==> config.mk <==
export PLATFORM = sky130hd
export DESIGN_NAME = mc_core
export DESIGN_NICKNAME = d
export VERILOG_FILES = /design/src/rtl/mc_core.sv
export SDC_FILE = /design/constraint.sdc
export NUM_CORES = 1
export LEC_CHECK = 0
export ABC_AREA = 0
export BUFFER_PORTS_ARGS = -buffer_cell sky130_fd_sc_hd__buf_2
export CORE_MARGIN = 2
export CORE_UTILIZATION = 60
export CTS_CLUSTER_SIZE = 10
export DETAILED_ROUTE_END_ITERATION = 16
export PLACE_DENSITY = 0.86
export SYNTH_ARGS = -nofsm -noshare
export SYNTH_HDL_FRONTEND = slang
export SYNTH_SLANG_ARGS = --single-unit
==> constraint.sdc <==
create_clock -name clk -period 6.4 [get_ports clk]
set_input_delay 0.64 -clock clk [delete_from_list [all_inputs] [get_ports clk]]
set_output_delay 0.64 -clock clk [all_outputs]
set_load 0.05 [all_outputs]
==> src/rtl/mc_core.sv <==
// mc_core: multicycle 3-bit-opcode register machine with handshaked instruction/data memories,
// start/restart sequencing, sticky done and a saturating retired-instruction counter.
module mc_core #(
    parameter int DW = 8,
    parameter int RW = 3,
    parameter int PW = 12,
    parameter int START_ADDR = 0,
    parameter int HALT_ADDR = 128,
    parameter int CW = 16,
    localparam int IW = 3 + 2 * RW
) (
    input  logic          clk,
    input  logic          rst_n,
    input  logic          start,
    output logic          done,
    output logic          busy,
    output logic          imem_req,
    output logic [PW-1:0] imem_addr,
    input  logic [IW-1:0] imem_rdata,
    input  logic          imem_ack,
    output logic          dmem_req,
    output logic          dmem_we,
    output logic [DW-1:0] dmem_addr,
    output logic [DW-1:0] dmem_wdata,
    input  logic [DW-1:0] dmem_rdata,
    input  logic          dmem_ack,
    output logic [CW-1:0] retired
);
    typedef enum logic [2:0] {IDLE, FETCH, EXEC, MEM, HALT} state_t;
    localparam logic [PW-1:0] START_PC = PW'(START_ADDR);
    localparam logic [PW-1:0] HALT_PC = PW'(HALT_ADDR);
    localparam logic [2:0] OP_LD = 3'd5;
    localparam logic [2:0] OP_ST = 3'd6;
    localparam logic [2:0] OP_BNZ = 3'd7;
    state_t state;
    logic [PW-1:0] pc, npc;
    logic [IW-1:0] ir;
    logic [DW-1:0] regs [2**RW];
    logic [2:0] op;
    logic [RW-1:0] ra, rb;
    logic [DW-1:0] a, b, alu;
    logic [CW-1:0] ret_inc;
    logic taken;
    assign op = ir[IW-1:IW-3];
    assign ra = ir[2*RW-1:RW];
    assign rb = ir[RW-1:0];
    assign a = regs[ra];
    assign b = regs[rb];
    assign alu = op[2] ? {{(DW-RW){1'b0}}, rb} :
                 op[1] ? (op[0] ? a ^ b : a & b) :
                         (op[0] ? a - b : a + b);
    assign taken = op == OP_BNZ && a != '0;
    assign npc = pc + (taken ? {{(PW-RW){rb[RW-1]}}, rb} : PW'(1));
    assign ret_inc = retired + CW'(retired != '1);
    // Handshake outputs decode straight from the state register so reset kills them at once
    assign done = state == HALT;
    assign busy = state == FETCH || state == EXEC || state == MEM;
    assign imem_req = state == FETCH;
    assign imem_addr = pc;
    assign dmem_req = state == MEM;
    assign dmem_we = state == MEM && op == OP_ST;
    assign dmem_addr = b;
    assign dmem_wdata = a;
    always_ff @(posedge clk or negedge rst_n) begin
        if (!rst_n) begin
            state <= IDLE;
            pc <= START_PC;
            ir <= '0;
            retired <= '0;
            for (int i = 0; i < 2**RW; i++) regs[i] <= '0;
        end else begin
            case (state)
                IDLE, HALT: if (start) begin
                    pc <= START_PC;
                    retired <= '0;
                    state <= START_PC == HALT_PC ? HALT : FETCH;
                end
                FETCH: if (imem_ack) begin
                    ir <= imem_rdata;
                    state <= EXEC;
                end
                EXEC: if (op == OP_LD || op == OP_ST) state <= MEM;
                else begin
                    if (op != OP_BNZ) regs[ra] <= alu;
                    pc <= npc;
                    retired <= ret_inc;
                    state <= npc == HALT_PC ? HALT : FETCH;
                end
                MEM: if (dmem_ack) begin
                    if (op == OP_LD) regs[ra] <= dmem_rdata;
                    pc <= npc;
                    retired <= ret_inc;
                    state <= npc == HALT_PC ? HALT : FETCH;
                end
                default: state <= IDLE;
            endcase
        end
    end
endmodule

==> flow_metrics.py <==
metrics = {
    "placed_design": {
        "gp_congestion": 0.904,
        "dp_hpwl_mm": 12.3,
        "dp.cells": 889,
        "port_buffers": 70,
    },
    "synth": {
        "synth_ff_type": "dfrtp_1",
        "netlist_instances": 715,
        "yosysUniqueCellTypes": 61,
        "syn-cell-area_sq_mm": 0.00666,
        "synthTopCellsByArea": "dfrtp_1 (39%), mux4_2 (9.1%), o21ai_0 (8.2%)",
        "synth_area_per_cell_sq_um": 9.31,
        "ys_warn_count": 0,
        "syn_nets": 760,
        "async_flop_share_pct": 100,
        "ys_ff_latch": 104,
        "ys_seq_area_share_pct": 39.1,
        "yosys.area.top_type": "dfrtp_1",
        "synth_edf_count": 0,
        "yosys.area.top_type_share_pct": 39.1,
    },
    "clock_tree": {
        "hold_buffers": 0,
        "cts_buffers": 9,
        "clk_latency_ns": 0.38,
        "clock-root-buffer": "clkbuf_8",
        "clock_path_buffers": 2,
        "ctsResizeCount": 0,
        "cts_tree": "built",
        "cts_setup_buffers": 0,
        "cts.sinks": 104,
        "cts_max_level": 3,
        "cts.clk_slew.worst_paths_ns": 0.11,
    },
    "worst_setup_path": {
        "worstSetupStartpoint": "ir[4]$_DFFE_PN0P_",
        "path_max_fanout": 13,
        "cp.arrival_ns": 6.02,
        "criticalPathCategory": "reg -> reg",
        "start_kind": "register",
        "endpoint_kind": "register",
        "crit_required_ns": 6.64,
        "r2r-start": "ir[4]$_DFFE_PN0P_",
    },
    "drt": {
        "first_pass_iters": 6,
        "drc": 0,
        "ant_nets": 0,
        "drtIter0Drc": 459,
        "routed_wl_mm": 17.4,
        "routed_via_density": 6.47,
        "wl_per_cell_um": 19.2,
        "vias": 5851,
    },
    "layout": {
        "antenna_cells": 0,
        "multi_input_area_sq_mm": 0.00378,
        "drive_above_1_share_pct": 19.1,
        "final_core_util_pct": 66.7,
        "register_area_sq_mm": 0.00260,
        "syn2layout_area_growth_pct": 8.57,
        "nets": 805,
        "final_cells": 904,
        "num-fill-cells": 896,
    },
    "die": {
        "fp.dieArea_sq_mm": 0.0120,
        "die_x_um": 109,
        "start_util_pct": 61.4,
        "io_pins": 71,
        "std_cell_rows": 38,
        "coreArea_sq_mm": 0.0108,
        "die_y_um": 109,
    },
    "global_route": {
        "grt_use_total_pct": 30.6,
        "grt_pass1_wl_mm": 28.2,
        "antenna_found_initial": 0,
        "grt_pass1_vias": 5589,
        "grt_max_degree": 65,
        "grt-ovfl-total": 0,
    },
    "sta": {
        "rsz0062_at_grt": "false",
        "setup_viol": 0,
        "report.final.slew_viol_count": 0,
        "finalSetupTns_ns": 0,
        "finalCriticalPeriod_ns": 5.78,
        "fin_worst_skew_ns": 0.0171,
        "fmax_ghz": 0.173,
        "worstMarginPinSlew_ns": 0.976,
        "slew_headroom_pct": 34.2,
        "fin_crit_sh_pct": 90.2,
        "hold_viol_final": 0,
    },
    "status": {
        "status": "finished, final reports clean",
    },
    "worst_hold_path": {
        "hp-class": "in -> async",
    },
    "job": {
        "cap_violations": 0,
    },
}
==> final timing paths <==
| path | slack [ns] | cells past startpoint | end |
|---|---|---|---|
| max | 0.62 | 15 | state[0]$_DFFE_PN0P_ |
| min | 0.24 | 1 | retired[9]$_DFFE_PN0P_ |
| max reg2reg | 0.62 | 15 | state[0]$_DFFE_PN0P_ |
| min reg2reg | 0.52 | 1 | retired[12]$_DFFE_PN0P_ |
| max in group asynchronous | 4.96 | 2 | regs[59]$_DFFE_PN0P_ |
| min in group clk | 0.47 | 3 | ir[8]$_DFFE_PN0P_ |
==> metrics by stage <==
step | setup WS (ns) | area (sq um) | hold WS [ns]
after detailed placement | 0.744 | 7050 | 0.488
after global routing | 0.149 | 7230 | 0.268
after CTS | 0.674 | 7230 | 0.251
after floorplan | 1.46 | 6660 | 0.344
final | 0.624 | 7230 | 0.235
after global placement | 0.974 | 7050 | 0.477
==> registers in the layout (all words and copies together) (netlist names) <==
register and count:
regs 64, ir 9, imem_addr 12, retired 16, state 3
==> cell families (layout without fill, tap and decap cells) <==
family,Yosys count,count (layout),share of synthesized area [%]
and+or+nand+nor,242,242,16.8
buffers and inverters,66,115,4.23
AOI/OAI and AO/OA,201,201,17.3
adders and majority gates,23,23,4.55
muxes,64,64,15.8
DFF,104,104,39.1
xor gates and xnor gates,15,15,2.18
==> layout by cell type (no fill, tap or decap), types with 3 or more instances in the layout <==
cell	Yosys	routed
nand2_1	119	119
o21ai_0	109	109
dfrtp_1	104	104
buf_2	2	69
nor2_1	37	37
mux4_2	27	27
a21oi_1	24	23
o21ai_1	21	21
ha_1	21	21
inv_1	20	20
mux2i_1	17	17
mux2_2	16	16
nand3_1	12	12
and3_1	12	12
nor3_1	11	11
xnor2_1	11	11
nand2b_1	10	10
a31oi_1	9	9
clkbuf_8	0	9
buf_4	2	9
nor4_1	8	8
nor2b_1	7	7
and2_1	7	7
nand4_1	6	6
o211ai_1	5	5
o31ai_1	5	5
o21a_1	4	4
mux4_1	3	3
a21o_1	3	3
xor2_1	3	3
or3_1	3	3
a2111oi_0	3	3
==> worst max-delay path, cell delays in order, from the launching register on <==
cell and delay, ns:
dfrtp_1 0.77, buf_4 0.33, mux4_2 0.51, mux2_2 0.34, or4_4 0.45, nor4_1 0.55
and3b_1 0.29, ha_1 0.31, a21oi_1 0.33, nand2_1 0.22, or3_1 0.39, a31oi_1 0.22
o211ai_1 0.12, or3_1 0.34, nor4_2 0.33, a31oi_1 0.14
==> synth_stat cells (10+ instances only) <==
| cell type | count |
|---|---|
| o21ai_1 | 21 |
| nand3_1 | 12 |
| nor2_1 | 37 |
| xnor2_1 | 11 |
| clkbuf_1 | 33 |
| ha_1 | 21 |
| inv_1 | 20 |
| nor3_1 | 11 |
| mux2_2 | 16 |
| mux2i_1 | 17 |
| and3_1 | 12 |
| mux4_2 | 27 |
| nand2b_1 | 10 |
| nand2_1 | 119 |
| o21ai_0 | 109 |
| a21oi_1 | 24 |
| dfrtp_1 | 104 |
==> layer usage <==
layer	wire (um)	GRT usage, %	up-vias
li1	-	-	2678
met1	7000	40.4	2857
met2	8600	51.4	269
met3	1320	4.86	47
met4	459	10.7	0
met5	0	0	-
==> area by class of cell <==
type | count | share of cell area [%]
Inverter | 22 | 1.14
Tap cell | 140 | 2.42
Clock inverter | 6 | 0.744
Timing Repair Buffer | 78 | 5.71
Sequential cell | 104 | 36.0
Multi-Input combinational cell | 545 | 52.3
Clock buffer | 9 | 1.71
Power is left out: the tool's default activity adds up to more than one toggle a clock period on the data nets, which glitch-free logic cannot reach.
